$ cat src/rtl/shot_pool_scheduler_if.sv
// shot_pool_scheduler_if: fire/kill controls, shared pool read port and pool status
interface shot_pool_scheduler_if #(parameter int SLOTS = 8);
    localparam int IW = $clog2(SLOTS);
    localparam int CW = $clog2(SLOTS + 1);
    logic                fire;
    logic [9:0]          pos_x;
    logic                kill_valid;
    logic [IW-1:0]       kill_slot;
    logic                draw_req;
    logic [IW-1:0]       draw_slot;
    logic                hit_req;
    logic [IW-1:0]       hit_slot;
    logic                draw_gnt;
    logic                hit_gnt;
    logic                rd_valid;
    logic                rd_owner;
    logic                rd_active;
    logic [9:0]          rd_x;
    logic signed [9:0]   rd_y;
    logic [SLOTS-1:0]    active_mask;
    logic [CW-1:0]       active_count;
    logic                fire_drop;
    modport master (
        output fire, pos_x, kill_valid, kill_slot, draw_req, draw_slot, hit_req, hit_slot,
        input  draw_gnt, hit_gnt, rd_valid, rd_owner, rd_active, rd_x, rd_y,
               active_mask, active_count, fire_drop
    );
    modport slave (
        input  fire, pos_x, kill_valid, kill_slot, draw_req, draw_slot, hit_req, hit_slot,
        output draw_gnt, hit_gnt, rd_valid, rd_owner, rd_active, rd_x, rd_y,
               active_mask, active_count, fire_drop
    );
endinterface

$ cat src/rtl/shot_pool_scheduler.sv
// shot_pool_scheduler: bullet pool owner with spawn, tick walk, kill and read arbitration
module shot_pool_scheduler #(
    parameter int                 SLOTS    = 8,
    parameter int                 TICK_DIV = 60000,
    parameter logic signed [9:0]  SPAWN_Y  = 10'sd424,
    parameter logic signed [9:0]  KILL_Y   = -10'sd10,
    parameter logic signed [9:0]  Y_STEP   = 10'sd1
) (
    input logic                    clk,
    input logic                    reset,
    shot_pool_scheduler_if.slave   bus
);
    localparam int IW = $clog2(SLOTS);
    localparam int CW = $clog2(SLOTS + 1);
    localparam int TW = (TICK_DIV > 1) ? $clog2(TICK_DIV) : 1;

    typedef enum logic {IDLE, STEP} state_t;

    state_t            state;
    logic [SLOTS-1:0]  valid;
    logic [9:0]        x_mem [SLOTS];
    logic signed [9:0] y_mem [SLOTS];
    logic [IW-1:0]     idx;
    logic [TW-1:0]     cnt;
    logic              tick_pending;
    logic              spawn_pending;
    logic              fire_q;
    logic              last_hit;
    logic [IW-1:0]     free_idx;
    logic              any_free;
    logic [CW-1:0]     pop;
    logic [IW-1:0]     sel;
    logic              wrap;
    logic              do_spawn;
    logic              take_tick;
    logic              kill_hit;

    always_comb begin
        free_idx = '0;
        any_free = 1'b0;
        pop      = '0;
        for (int i = SLOTS - 1; i >= 0; i--) begin
            if (!valid[i]) begin
                free_idx = IW'(i);
                any_free = 1'b1;
            end
            pop = pop + CW'(valid[i]);
        end
    end

    assign wrap         = cnt == TW'(TICK_DIV - 1);
    assign do_spawn     = state == IDLE && spawn_pending;
    assign take_tick    = state == IDLE && !spawn_pending && tick_pending;
    // kill of a free slot must not collide with a spawn into that same slot
    assign kill_hit     = bus.kill_valid && valid[bus.kill_slot];
    assign bus.draw_gnt = bus.draw_req && (!bus.hit_req || last_hit);
    assign bus.hit_gnt  = bus.hit_req && (!bus.draw_req || !last_hit);
    assign sel          = bus.hit_gnt ? bus.hit_slot : bus.draw_slot;
    assign bus.active_mask = valid;

    always_ff @(posedge clk) begin
        if (reset) begin
            state            <= IDLE;
            valid            <= '0;
            idx              <= '0;
            cnt              <= '0;
            tick_pending     <= 1'b0;
            spawn_pending    <= 1'b0;
            fire_q           <= 1'b0;
            last_hit         <= 1'b1;
            bus.rd_valid     <= 1'b0;
            bus.rd_owner     <= 1'b0;
            bus.rd_active    <= 1'b0;
            bus.rd_x         <= '0;
            bus.rd_y         <= '0;
            bus.active_count <= '0;
            bus.fire_drop    <= 1'b0;
        end else begin
            fire_q           <= bus.fire;
            cnt              <= wrap ? '0 : cnt + 1'b1;
            tick_pending     <= wrap || (tick_pending && !take_tick);
            spawn_pending    <= (fire_q && !bus.fire) || (spawn_pending && !do_spawn);
            bus.fire_drop    <= do_spawn && !any_free;
            bus.active_count <= pop;
            bus.rd_valid     <= bus.draw_gnt || bus.hit_gnt;
            if (bus.draw_gnt || bus.hit_gnt) begin
                last_hit      <= bus.hit_gnt;
                bus.rd_owner  <= bus.hit_gnt;
                bus.rd_active <= valid[sel];
                bus.rd_x      <= x_mem[sel];
                bus.rd_y      <= y_mem[sel];
            end
            if (do_spawn && any_free) begin
                valid[free_idx] <= 1'b1;
                x_mem[free_idx] <= bus.pos_x;
                y_mem[free_idx] <= SPAWN_Y;
            end
            if (state == STEP && valid[idx] && !(kill_hit && bus.kill_slot == idx)) begin
                if (y_mem[idx] < KILL_Y) valid[idx] <= 1'b0;
                else y_mem[idx] <= y_mem[idx] - Y_STEP;
            end
            if (kill_hit) valid[bus.kill_slot] <= 1'b0;
            if (state == IDLE) begin
                if (take_tick) begin
                    state <= STEP;
                    idx   <= '0;
                end
            end else begin
                idx <= idx + 1'b1;
                if (idx == IW'(SLOTS - 1)) state <= IDLE;
            end
        end
    end
endmodule
$ cat src/flat_wrapper.sv
// flat-port wrapper written by rule: the top's interface ports become plain ports
module shot_pool_scheduler_flat 
#(
    parameter int                 SLOTS    = 8,
    parameter int                 TICK_DIV = 60000,
    parameter logic signed [9:0]  SPAWN_Y  = 10'sd424,
    parameter logic signed [9:0]  KILL_Y   = -10'sd10,
    parameter logic signed [9:0]  Y_STEP   = 10'sd1
)
  (clk, reset, bus_fire, bus_pos_x, bus_kill_valid, bus_kill_slot, bus_draw_req, bus_draw_slot, bus_hit_req, bus_hit_slot, bus_draw_gnt, bus_hit_gnt, bus_rd_valid, bus_rd_owner, bus_rd_active, bus_rd_x, bus_rd_y, bus_active_mask, bus_active_count, bus_fire_drop);
  shot_pool_scheduler_if #(.SLOTS(SLOTS)) bus_i ();
  input logic clk;
  input logic reset;
  input wire logic [$bits(bus_i.fire)-1:0] bus_fire;
  input wire logic [$bits(bus_i.pos_x)-1:0] bus_pos_x;
  input wire logic [$bits(bus_i.kill_valid)-1:0] bus_kill_valid;
  input wire logic [$bits(bus_i.kill_slot)-1:0] bus_kill_slot;
  input wire logic [$bits(bus_i.draw_req)-1:0] bus_draw_req;
  input wire logic [$bits(bus_i.draw_slot)-1:0] bus_draw_slot;
  input wire logic [$bits(bus_i.hit_req)-1:0] bus_hit_req;
  input wire logic [$bits(bus_i.hit_slot)-1:0] bus_hit_slot;
  output wire logic [$bits(bus_i.draw_gnt)-1:0] bus_draw_gnt;
  output wire logic [$bits(bus_i.hit_gnt)-1:0] bus_hit_gnt;
  output wire logic [$bits(bus_i.rd_valid)-1:0] bus_rd_valid;
  output wire logic [$bits(bus_i.rd_owner)-1:0] bus_rd_owner;
  output wire logic [$bits(bus_i.rd_active)-1:0] bus_rd_active;
  output wire logic [$bits(bus_i.rd_x)-1:0] bus_rd_x;
  output wire logic [$bits(bus_i.rd_y)-1:0] bus_rd_y;
  output wire logic [$bits(bus_i.active_mask)-1:0] bus_active_mask;
  output wire logic [$bits(bus_i.active_count)-1:0] bus_active_count;
  output wire logic [$bits(bus_i.fire_drop)-1:0] bus_fire_drop;
  assign bus_i.fire = bus_fire;
  assign bus_i.pos_x = bus_pos_x;
  assign bus_i.kill_valid = bus_kill_valid;
  assign bus_i.kill_slot = bus_kill_slot;
  assign bus_i.draw_req = bus_draw_req;
  assign bus_i.draw_slot = bus_draw_slot;
  assign bus_i.hit_req = bus_hit_req;
  assign bus_i.hit_slot = bus_hit_slot;
  assign bus_draw_gnt = bus_i.draw_gnt;
  assign bus_hit_gnt = bus_i.hit_gnt;
  assign bus_rd_valid = bus_i.rd_valid;
  assign bus_rd_owner = bus_i.rd_owner;
  assign bus_rd_active = bus_i.rd_active;
  assign bus_rd_x = bus_i.rd_x;
  assign bus_rd_y = bus_i.rd_y;
  assign bus_active_mask = bus_i.active_mask;
  assign bus_active_count = bus_i.active_count;
  assign bus_fire_drop = bus_i.fire_drop;
  shot_pool_scheduler #(.SLOTS(SLOTS), .TICK_DIV(TICK_DIV), .SPAWN_Y(SPAWN_Y), .KILL_Y(KILL_Y), .Y_STEP(Y_STEP)) u_core (.clk(clk), .reset(reset), .bus(bus_i));
endmodule
$ cat config.mk
export PLATFORM = sky130hd
export DESIGN_NAME = shot_pool_scheduler_flat
export DESIGN_NICKNAME = d
export VERILOG_FILES = /design/src/rtl/shot_pool_scheduler_if.sv /design/src/rtl/shot_pool_scheduler.sv /design/src/flat_wrapper.sv
export SDC_FILE = /design/constraint.sdc
export NUM_CORES = 1
export LEC_CHECK = 0
export CAP_MARGIN = 20
export CORE_ASPECT_RATIO = 0.9
export CORE_UTILIZATION = 50
export CTS_BUF_LIST = sky130_fd_sc_hd__clkbuf_4 sky130_fd_sc_hd__clkbuf_8 sky130_fd_sc_hd__clkbuf_16
export DETAILED_ROUTE_END_ITERATION = 8
export PLACE_DENSITY = 0.69
export SKIP_CTS_REPAIR_TIMING = 1
export SLEW_MARGIN = 20
export SYNTH_ARGS = -nofsm -noshare
export SYNTH_HDL_FRONTEND = slang
export SYNTH_SLANG_ARGS = --single-unit
$ cat constraint.sdc
create_clock -name clk -period 7.8 [get_ports clk]
set_input_delay 1.56 -clock clk [delete_from_list [all_inputs] [get_ports clk]]
set_output_delay 1.56 -clock clk [all_outputs]
set_load 0.005 [all_outputs]
## Word level (Yosys, flattened, before mapping)

Memories as Yosys holds them, arrays and structs flattened. A register that Yosys moved wholly into a read port is not among the register bits.
Index checks and enable logic that the tools add are counted.
W data, S select, Z words.

| storage, ports and cells | value |
|---|---|
| register bits | 40 |
| memory bits (writable) | 160 |
| input port bits | 25 |
| output and inout port bits | 38 |
| word-level logic and storage cells | 128 |
| memories | 2 |

Memories:

| memory | words | width | rd ports | clocked after Yosys merged registers in | write ports | RTL line | RTL |
|---|---|---|---|---|---|---|---|
| u_core.x_mem | 8 | 10 | 1 | 1 | 1 | shot_pool_scheduler.sv:21 | `logic [9:0] x_mem [SLOTS];` |
| u_core.y_mem | 8 | 10 | 2 | 2 | 1 | shot_pool_scheduler.sv:22 | `logic signed [9:0] y_mem [SLOTS];` |

| cells by class | value |
|---|---|
| add/subtract/negate cells | 10 |
| order comparisons | 8 |
| eq/ne operators | 3 |
| multiplexer cells | 52 |
| bitwise gates (word level) | 6 |
| reduce and logical (&&, ||, !) cells | 34 |

Operators with widths:

| kind | number |
|---|---|
| $mux W8 | 6 |
| $mux W3 | 14 |
| $mux W1 | 25 |
| $add A4 B1 Y4 | 6 |
| $logic_and A1 B1 Y1 | 17 |
| $add A16 B1 Y16 const B | 1 |
| $and A8 B8 Y8 | 2 |
| $eq A16 B16 Y1 const B | 1 |
| $lt A3 B4 Y1 const B | 4 |
| $not A8 Y8 | 2 |
| $lt A10 B5 Y1 const B | 1 |
| $mux W10 | 1 |
| $reduce_or A10 Y1 | 1 |
| $sub A10 B2 Y10 const B | 1 |
| $bmux W1 S3 | 3 |
| $demux W1 S3 | 3 |
| $ge A3 B1 Y1 const B | 3 |
| $logic_not A1 Y1 | 9 |
| $or A8 B8 Y8 | 1 |
| $logic_or A1 B1 Y1 | 5 |
| $add A3 B1 Y3 const B | 1 |
| $eq A3 B3 Y1 | 1 |
| $eq A3 B3 Y1 const B | 1 |
| $add A1 B1 Y2 | 1 |
| other kinds (3) | 3 |

## Logic depth before layout (Yosys ltp)

| depth | value |
|---|---|
| depth in word-level cells | 21 |
| gate-level depth with buffers | 10 |
| gate-level depth less buffers | 10 |

## Worst setup path before layout

No wires, ideal clock.

| timing path | value |
|---|---|
| kind | input-to-reg |
| start point | input port bus_kill_slot[1] |
| end point | memory u_core.y_mem[4][0], enable pin |
| setup time | 386 ps |
| arrival time | 3,548 ps |
| required time | 7,414 ps |
| setup slack | 3,866 ps |
| stages | 7 |
| buffers on the path | 1 |
| cells stage by stage | clkbuf_1 -> nor2b_1 -> a221o_1 -> a22oi_1 -> o211ai_1 -> o21bai_4 -> o41ai_2 |

| on the way | value |
|---|---|
| word-level cells in the longest chain between the ends | 11 |
| elaborated cells between the ends (all ways) | 13 |
| those cells by class | 1 x eq/ne; 7 x mux; 5 x reduce/logical |

RTL lines:

| what | RTL line | RTL |
|---|---|---|
| from (decl) | flat_wrapper.sv:17 | `input wire logic [$bits(bus_i.kill_slot)-1:0] bus_kill_slot;` |
| $bmux W1 S3 | shot_pool_scheduler.sv:55 | `assign kill_hit = bus.kill_valid && valid[bus.kill_slot];` |
| $mux W1 (not written as such) | shot_pool_scheduler.sv:55 |  |
| $logic_and A1 B1 Y1 | shot_pool_scheduler.sv:55 |  |
| $logic_and A1 B1 Y1 * | shot_pool_scheduler.sv:98 | `if (state == STEP && valid[idx] && !(kill_hit && bus.kill_slot == idx)) begin` |
| $logic_not A1 Y1 * | shot_pool_scheduler.sv:98 |  |
| $logic_and A1 B1 Y1 * | shot_pool_scheduler.sv:98 |  |
| $mux W1 * | shot_pool_scheduler.sv:98 |  |
| $mux W1 * | shot_pool_scheduler.sv:62 | `if (reset) begin` |
| $mux W1 (not written as such) * | shot_pool_scheduler.sv:100 | `else y_mem[idx] <= y_mem[idx] - Y_STEP;` |
| $reduce_or A10 Y1 (no source line) | n/a |  |
| $mux W3 (no source line) / $mux W1 (equally long branches) | n/a |  |
| to (decl) | shot_pool_scheduler.sv:22 |  |

Every way passes the cells marked *; elsewhere a longest branch is shown, timed or not. The select of a mux whose other input is x is not followed.

## Worst setup path in the final report

| timing path | value |
|---|---|
| start point | input port bus_hit_req |
| end point | output port bus_hit_gnt |

| on the way | value |
|---|---|
| word-level cells in the longest chain between the ends | 1 |

RTL lines:

| what | RTL line | RTL |
|---|---|---|
| from (decl) | flat_wrapper.sv:20 | `input wire logic [$bits(bus_i.hit_req)-1:0] bus_hit_req;` |
| $logic_and A1 B1 Y1 | shot_pool_scheduler.sv:57 | `assign bus.hit_gnt = bus.hit_req && (!bus.draw_req \|\| !last_hit);` |
| to (decl) | flat_wrapper.sv:23 | `output wire logic [$bits(bus_i.hit_gnt)-1:0] bus_hit_gnt;` |

Every way passes these cells.

==> impl_metrics.tcl <==
set metrics [dict create \
    drtIter0Drc 391 \
    die-area_mm2 0.0206 \
    holdCritStartpoint "u_core.bus.rd_y[6]" \
    finalSetupTns_ns 0 \
    worstMarginPinSlew_ns 0.900 \
    hold_end "u_core.bus.rd_y[6]" \
    overflow 0 \
    io_pins 63 \
    outcome "completed" \
    synth_edf_count 160 \
    vias 6143 \
    routabilityCongestion 0.833 \
    die_w_um 151 \
    layout_commonest_cell "edfxtp_1" \
    r2r_slack_ns 4.55 \
    htree_levels 1 \
    antenna_found_initial 0 \
    finalCritPeriodShare_pct 60.9 \
    hold_depth 2 \
    cp_slowest_cell "clkdlybuf4s50_1" \
    yosysWarnings 0 \
    skew_ns 0.0116 \
    comb_power_share_pct 5.5 \
    ys_ff_latch 223 \
    synthDistinctLibCells 61 \
    start_util_pct 51.7 \
    p_leak_nw 4.08 \
    max_freq_mhz 210 \
    cts_buffer_depth 3 \
    clock_power_share_pct 42.8 \
    ir_worst_vdd_v 0.000133 \
    cts-root-buf "clkbuf_16" \
    fin_area_mm2 0.0117 \
    syn_avg_cell_area_um2 14.7 \
    wire_per_inst_um 20.8 \
    rows 48 \
    cp_max_fo 5 \
    clk_pin_slew_ns 0.06 \
    diodes 0 \
    via_per_inst 6.00 \
    synth_ff_type "edfxtp_1" \
    finalCriticalPeriod_ns 4.75 \
    p_int_mw 1.98 \
    cts_tree "done" \
    grt_pass1_wl_mm 33.7 \
    slew_headroom_pct 38.7 \
    drv_cap 0 \
    nNetsFinal 794 \
    die_h_um 136 \
    arrival_ns 3.19 \
    rr_endpoint "u_core.y_mem[0][7]" \
    p_switching_mw 0.498 \
    end_kind "output port" \
    rsz0062_at_grt "false" \
    grt_use_total_pct 21.6 \
    antenna_left 0 \
    hold_class "flip-flop to flip-flop" \
    coreArea_mm2 0.0194 \
    crit_required_ns 6.24 \
    cpMostUsedCell "clkdlybuf4s50_1" \
    hold_viol 0 \
    n_fill_cell 1459 \
    p_seq_share_pct 51.8 \
    reg2reg_depth 7 \
    max_stage_delay_ns 0.60 \
    crit_type "input port to output port" \
    cts_buffers 23 \
    ys_seq_area_share_pct 60.5 \
    grt_pass1_vias 6249 \
    grt_start_max_net_pins 43 \
    insertion_delay_ns 0.50 \
    p_sw_share_pct 20.1 \
    post_synth_inst_count 684 \
    final_core_util_pct 60.4 \
    dpl.hpwl_mm 13.7 \
    area_delta_synth_final_pct 16.9 \
    final_cell_mix "160 x edfxtp_1, 63 x nand2_1, 63 x dfxtp_1" \
    layout-drive-gt1-share_pct 17.9 \
    startpoint_type "input port" \
    power-per-cell-area_mw_per_mm2 212 \
    cts.sinks 223 \
    setup_viol 0 \
    fin_hold_ws_ns 0.433 \
    maxSlewViolCount 0 \
    dpl_cell_area_mm2 0.0110 \
    drc_errors 0 \
    power.total_mw 2.48 \
    drt_pass1_iterations 5 \
    synthArstFlopShare_pct 0 \
    critical_path.cell_chain "clkdlybuf4s50_1 > a21boi_2 > clkdlybuf4s50_1" \
    io_buffers 62 \
    syn_nets 722 \
    wirelength_mm 21.3 \
    netlist_area_mm2 0.0100 \
]
-- cell usage after synthesis (4+ instances only) --
library cell | n | area [um2]
a21oi_1 | 12 | 60.1
a22oi_1 | 23 | 173
a31oi_1 | 5 | 31.3
and3_1 | 5 | 31.3
buf_2 | 7 | 35.0
clkbuf_1 | 22 | 82.6
dfxtp_1 | 63 | 1260
edfxtp_1 | 160 | 4800
fa_1 | 4 | 80.1
ha_1 | 9 | 113
inv_1 | 22 | 82.6
mux2i_1 | 16 | 160
mux4_1 | 7 | 184
mux4_2 | 59 | 1330
nand2_1 | 63 | 236
nand2b_1 | 12 | 75.1
nand3_1 | 15 | 75.1
nand3b_1 | 4 | 30.0
nand4_1 | 4 | 25.0
nor2_1 | 62 | 233
nor2b_1 | 7 | 43.8
nor3_1 | 14 | 70.1
o211ai_1 | 4 | 30.0
o21ai_0 | 5 | 25.0
o22ai_1 | 7 | 43.8
xnor2_1 | 11 | 96.3
xor2_1 | 13 | 114
-- how the worst max path moves through the flow --
stage / startpoint / end / slack [ns] / depth (start not counted)
finish: bus_hit_req / bus_hit_gnt / 3.05 / 3
global route: bus_hit_req / u_core.bus.rd_x[9] / 2.93 / 7
CTS: bus_hit_req / bus_hit_gnt / 3.06 / 3
detailed placement: bus_hit_req / u_core.bus.rd_x[9] / 2.69 / 7
global placement: bus_hit_req / u_core.bus.rd_x[0] / 2.83 / 7
floorplan: bus_kill_slot[1] / u_core.y_mem[4][0] / 3.87 / 7
-- area by class of cell --
cell class	instances	area [um2]	area share, %
repair buffers	82	771	6.58
well taps	250	313	2.67
flip-flops and latches	223	6070	51.8
inverters	22	82.6	0.705
multi-input cells	404	3740	31.9
clock inverters	8	70.1	0.598
clock buffers	34	677	5.78
-- flip-flops by register name, indices dropped and copies added (netlist names), named ones only --
name / cells
u_core.bus.rd_x: 10
u_core.bus.fire_drop: 1
u_core.fire_q: 1
u_core.bus.rd_y: 10
u_core.bus.active_mask: 8
u_core.tick_pending: 1
u_core.spawn_pending: 1
u_core.cnt: 16
u_core.bus.rd_valid: 1
u_core.bus.rd_owner: 1
u_core.x_mem: 80
u_core.state: 1
u_core.bus.active_count: 4
u_core.bus.rd_active: 1
u_core.last_hit: 1
u_core.y_mem: 80
u_core.idx: 3
-- power by group through the flow --
stage | Clock (mW) | Sequential, mW | Combinational, mW
after CTS | 1.08 | 1.28 | 0.137
after global routing | 1.13 | 1.28 | 0.147
after floorplan | 0 | 1.31 | 0.0743
final | 1.06 | 1.28 | 0.136
after detailed placement | 0 | 1.31 | 0.136
after global placement | 0 | 1.31 | 0.133
-- worst max-delay path: cells and delay by family --
family          cells  cell delay [ns]
compound gates      1             0.45
buf+inv             2             1.17
-- routing by layer --
metal | track usage (%) | vias to the layer above | share of wire, %
met1 | 30.2 | 3083 | 43
li1 | - | 2774 | -
met2 | 35.0 | 238 | 48
met4 | 7.00 | 0 | 2.5
met3 | 2.92 | 48 | 6.9
met5 | 0 | - | 0
-- cells by family (layout without fill, tap and decap cells) --
kind of cell | Yosys count | in the layout | synth area share, %
AO/OA/AOI/OAI | 76 | 76 | 5.73
XOR/XNOR | 24 | 24 | 2.10
adder cells (fa/ha/maj) | 13 | 13 | 1.92
multiplexers | 86 | 86 | 17.4
buffers and inverters | 57 | 146 | 2.56
flip-flops | 223 | 223 | 60.5
AND/OR/NAND/NOR | 205 | 205 | 9.81
-- per-stage QoR --
| step | cells | setup WS [ns] |
|---|---|---|
| floorplan | 684 | 3.87 |
| global placement | 981 | 2.83 |
| detailed placement | 981 | 2.69 |
| CTS | 1023 | 3.06 |
| global route | 1023 | 2.93 |
| finish | 1023 | 3.05 |
Note: power is estimated with default switching activity, not from simulation.
==> patch 1, RTL diff (config.mk and constraints unchanged) <==
`SLOTS` is set to 8 in 3 places; all go to 16.
--- a/src/rtl/shot_pool_scheduler_if.sv
+++ b/src/rtl/shot_pool_scheduler_if.sv
@@ -1,3 +1,3 @@
 // shot_pool_scheduler_if: fire/kill controls, shared pool read port and pool status
-interface shot_pool_scheduler_if #(parameter int SLOTS = 8);
+interface shot_pool_scheduler_if #(parameter int SLOTS = 16);
     localparam int IW = $clog2(SLOTS);
--- a/src/rtl/shot_pool_scheduler.sv
+++ b/src/rtl/shot_pool_scheduler.sv
@@ -2,3 +2,3 @@
 module shot_pool_scheduler #(
-    parameter int                 SLOTS    = 8,
+    parameter int                 SLOTS    = 16,
     parameter int                 TICK_DIV = 60000,
--- a/src/flat_wrapper.sv
+++ b/src/flat_wrapper.sv
@@ -3,3 +3,3 @@
 #(
-    parameter int                 SLOTS    = 8,
+    parameter int                 SLOTS    = 16,
     parameter int                 TICK_DIV = 60000,
Interface: changed (5 resized); port bits go from 63 to 75. The function was not compared with the original's and may differ.
==> patch 1 against the original RTL <==
Register-to-register slack worse by 0.94 ns; total power up 79%; critical path depth unchanged; cell area up 74%; worst setup slack worse by 0.23 ns; wire length up 100%; sequential share of layout area up 2.7 points; critical endpoint unchanged; non-clock buffer count up 21; synthesized area up 76%; clock skew down 0.0015 ns; sequential cell count up 171; global-route usage up 3.0 points; count of clock-buffer cells in the layout up 28; via count up 74%.
==> patch 1: results (changes against the original RTL) <==
HP_START='u_core.fire_q'
WORST_R2R_PATH_DEPTH=11  # +4
GRT_PASS1_WL_MM=65.47  # +94%
DP_HPWL_MM=26.86  # +97%
WIRELENGTH_PER_CELL_UM=25.12  # +21%
NETLIST_TOP_CELLS_COUNT='edfxtp_1 (320), mux4_2 (134), nand2_1 (87)'
MET2_USAGE_PCT=36.58  # +1.6 points
TOTAL_LEAKAGE_POWER_nW=6.871  # +68%
WORSTPATHMAXFANOUT=6  # +1
WHS_NS=0.4601  # +0.02748 ns
LAYOUT_MIN_CYCLE_TIME_NS=4.981  # +0.2289 ns
MEASURED_SLEW_AT_THE_WORST_SLEW_CHECK_PIN_NS=1.105  # +0.2051 ns
POWER.COMBINATIONAL.FRACTION_PCT=5.2  # -0.3 points
HTREEDEPTH=2  # +1
CLK_LATENCY_NS=0.54  # +0.04 ns
CTS_BUFFERS=41  # +78%
GP_CONGESTION=0.8878  # +6.6%
MET3ROUTEDLENGTH_MM=3.773  # +160%
SYNTH.YOSYS.SEQ_AREA_SHARE_PCT=62.88  # +2.4 points
LAYOUT.NETS=1255  # +58%
DETAILROUTE.WIRELENGTH.MET2_MM=19.50  # +91%
FILLERINSTANCES=2591  # +78%
POSTSYNTHCELLCOUNT=1120  # +64%
TRACK_USAGE_PCT=24.53  # +3.0 points
SYNTH.NET_COUNT=1171  # +62%
BUFFER_PORTS.INSERTED=74  # +19%
RUN_STATUS='completed'
SYNTH-EDFF-COUNT=320  # +100%
SWSHARE_PCT=20.89  # +0.80 points
R2R-END='u_core.bus.active_count[2]'
NETLIST_TOP_CELLS_AREA='edfxtp_1 (54%), mux4_2 (17%), dfxtp_1 (8.4%)'
WORST_IR_DROP_VDD_uV=124.4  # -6.2%
GRT_UTIL_MET3_PCT=4.810  # +1.9 points
DPL-INSTANCE-AREA_UM2=18990  # +73%
REG.LARGEST.LIST='u_core.x_mem (160), u_core.y_mem (160)'
DRT-INITIAL-DRC-COUNT=983  # +150%
FIN_SKEW_NS=0.01018  # -0.001470 ns
## patch 1: cells by family (layout without fill, tap and decap cells)
| logic type | count (synthesis) | in the layout | synth area share (%) |
|---|---|---|---|
| multiplexers | 161 | 161 | 18.65 |
| adder cells (fa/ha/maj) | 23 | 23 | 2.057 |
| flip-flops | 394 | 394 | 62.88 |
| AO/OA/AOI/OAI | 165 | 165 | 5.881 |
| AND/OR/NAND/NOR | 258 | 258 | 7.016 |
| XOR/XNOR | 26 | 26 | 1.291 |
| buffers and inverters | 93 | 210 | 2.227 |
## patch 1: final cells by class
class	count	area (um2)	area share, %
inverters	31	116.4	0.5716
well taps	462	578.1	2.840
multi-input cells	633	6232	30.61
repair buffers	103	973.4	4.782
flip-flops and latches	394	11090	54.49
clock inverters	14	107.6	0.5286
clock buffers	62	1257	6.177
## patch 1: worst max-delay path, cell delays in order
cell	delay, ns
clkdlybuf4s50_1	0.55
a21boi_2	0.66
clkdlybuf4s50_1	0.65
==> patch 2, RTL diff (config.mk and constraints unchanged) <==
Without the edit above. One comparison of `cnt` changes from == to >=.
--- a/src/rtl/shot_pool_scheduler.sv
+++ b/src/rtl/shot_pool_scheduler.sv
@@ -50,3 +50,3 @@
 
-    assign wrap         = cnt == TW'(TICK_DIV - 1);
+    assign wrap         = cnt >= TW'(TICK_DIV - 1);
     assign do_spawn     = state == IDLE && spawn_pending;
Function: no difference found for any inputs over 4 cycles, from zero or initial values and one cycle with reset high; that may be too few to reach the edited logic, so the function may still have changed.
==> patch 2 against the original RTL <==
Total power increased by 2.6%; wire length is 2.2% lower; synthesized cell count shrank 4.2%; cell area fell by 1.6%; worst hold slack about the same; sequential cell count is the same; synthesized area is 2.2% lower; fmax is 0.71% higher; worst setup slack improved by 0.034 ns.
==> patch 2: results (changes against the original RTL) <==
TRACK_USAGE_PCT=21.50  # -0.068 points
TOTAL_LEAKAGE_POWER_nW=3.861  # -5.4%
FILLERINSTANCES=1446  # -0.89%
RUN_STATUS='completed'
CP_SLOWEST_STAGE_DELAY_NS=0.98  # +0.38 ns
SYNTH.NET_COUNT=693  # -4.0%
POST_DRT_VIA_CELL_RATIO=5.939  # -1.1%
DETAIL_ROUTE.WIRELENGTH_MM=20.84  # -2.2%
SYNTH_CELL_TYPE_COUNT=55  # -9.8%
CPMAXSTAGEDELAYCELL='o32ai_2'
MEASURED_SLEW_AT_THE_WORST_SLEW_CHECK_PIN_NS=1.053  # +0.1529 ns
FIN_SKEW_NS=0.006172  # -0.005477 ns
NETLIST_TOP_CELLS_COUNT='edfxtp_1 (160), nand2_1 (70), dfxtp_1 (63)'
DOMINANT_DELAY_CONTRIBUTOR_BY_CELL_FAMILY_ON_THE_CRITICAL_PATH='compound AO/OA/AOI/OAI gates'
SYNTH.YOSYS.SEQ_AREA_SHARE_PCT=61.84  # +1.3 points
GP_CONGESTION=0.8218  # -1.3%
LAYOUT.NETS=764  # -3.8%
WORST_IR_DROP_VDD_uV=146.8  # +11%
GRT_PASS1_WL_MM=32.87  # -2.4%
FIRST_GLOBAL_VIAS=6032  # -3.5%
DRT-INITIAL-DRC-COUNT=365  # -6.6%
WORSTPATHMAXFANOUT=17  # +12
CTS_BUFFERS=24  # +4.3%
MAX-CLOCK-PATH-BUFFERS=3  # unchanged
NETLIST_TOP_CELLS_AREA='edfxtp_1 (49%), dfxtp_1 (13%), mux4_2 (13%)'
POST_ROUTE_CELLS_DRIVE_ABOVE_1_SHARE_PCT=18.01  # +0.16 points
DP_HPWL_MM=13.15  # -3.7%
[patch 2: final cells by class]
class,count,area share (%)
flip-flops and latches,223,52.59
multi-input cells,380,30.71
repair buffers,80,6.552
clock buffers,33,6.162
well taps,250,2.712
clock inverters,11,0.7160
inverters,17,0.5533
[patch 2: through the flow]
step | total power [mW] | instances | worst slack (ns) | cell area, um2 | hold slack (ns)
global route | 2.621 | 994 | 2.971 | 11530 | 0.4563
CTS | 2.559 | 994 | 3.029 | 11520 | 0.4381
finish | 2.543 | 994 | 3.081 | 11530 | 0.4327
floorplan | 1.391 | 655 | 3.481 | 9809 | 0.4302
global placement | 1.453 | 948 | 2.625 | 10710 | 0.4234
detailed placement | 1.458 | 950 | 2.511 | 10730 | 0.4298
[patch 2: final timing paths]
kind | start | endpoint | slack, ns | depth (start not counted)
setup / recovery | bus_kill_slot[1] | u_core.y_mem[1][7] | 3.08 | 7
hold / removal | u_core.bus.rd_x[6] | u_core.bus.rd_x[6] | 0.43 | 2
setup reg to reg | flip-flop | u_core.y_mem[1][7] | 3.79 | 6
hold reg to reg | u_core.bus.rd_x[6] | u_core.bus.rd_x[6] | 0.43 | 2
[patch 2: worst reg2reg max path, cell delays in order, from the launching register on]
cell	delay, ns
dfxtp_1	0.98
mux4_2	0.38
mux2i_2	0.16
nor3_2	0.27
a31oi_2	0.19
or3_1	0.67
o32ai_2	0.98
[patch 2: per-layer routing]
| layer | part of all wire [%] | GRT usage (%) | up-vias |
|---|---|---|---|
| li1 | - | - | 2656 |
| met1 | 44 | 29.92 | 3043 |
| met2 | 49 | 35.73 | 171 |
| met3 | 4.7 | 2.838 | 33 |
| met4 | 1.8 | 5.726 | 0 |
| met5 | 0 | 0 | - |
[patch 2: logic make-up after synthesis]
family	share of synthesized area, %
AOI/OAI and AO/OA	5.268
buffers and inverters	2.577
xor gates and xnor gates	2.232
adders and majority gates	1.964
muxes	17.21
DFF	61.84
and+or+nand+nor	8.916
[patch 2: where the power goes]
group | total [mW] | switching [mW] | leakage, nW | internal, mW
registers | 1.29 | 0.00923 | 1.93 | 1.28
clock network | 1.11 | 0.442 | 0.395 | 0.670
logic | 0.145 | 0.0668 | 1.53 | 0.0785
total | 2.54 | 0.518 | 3.86 | 2.02
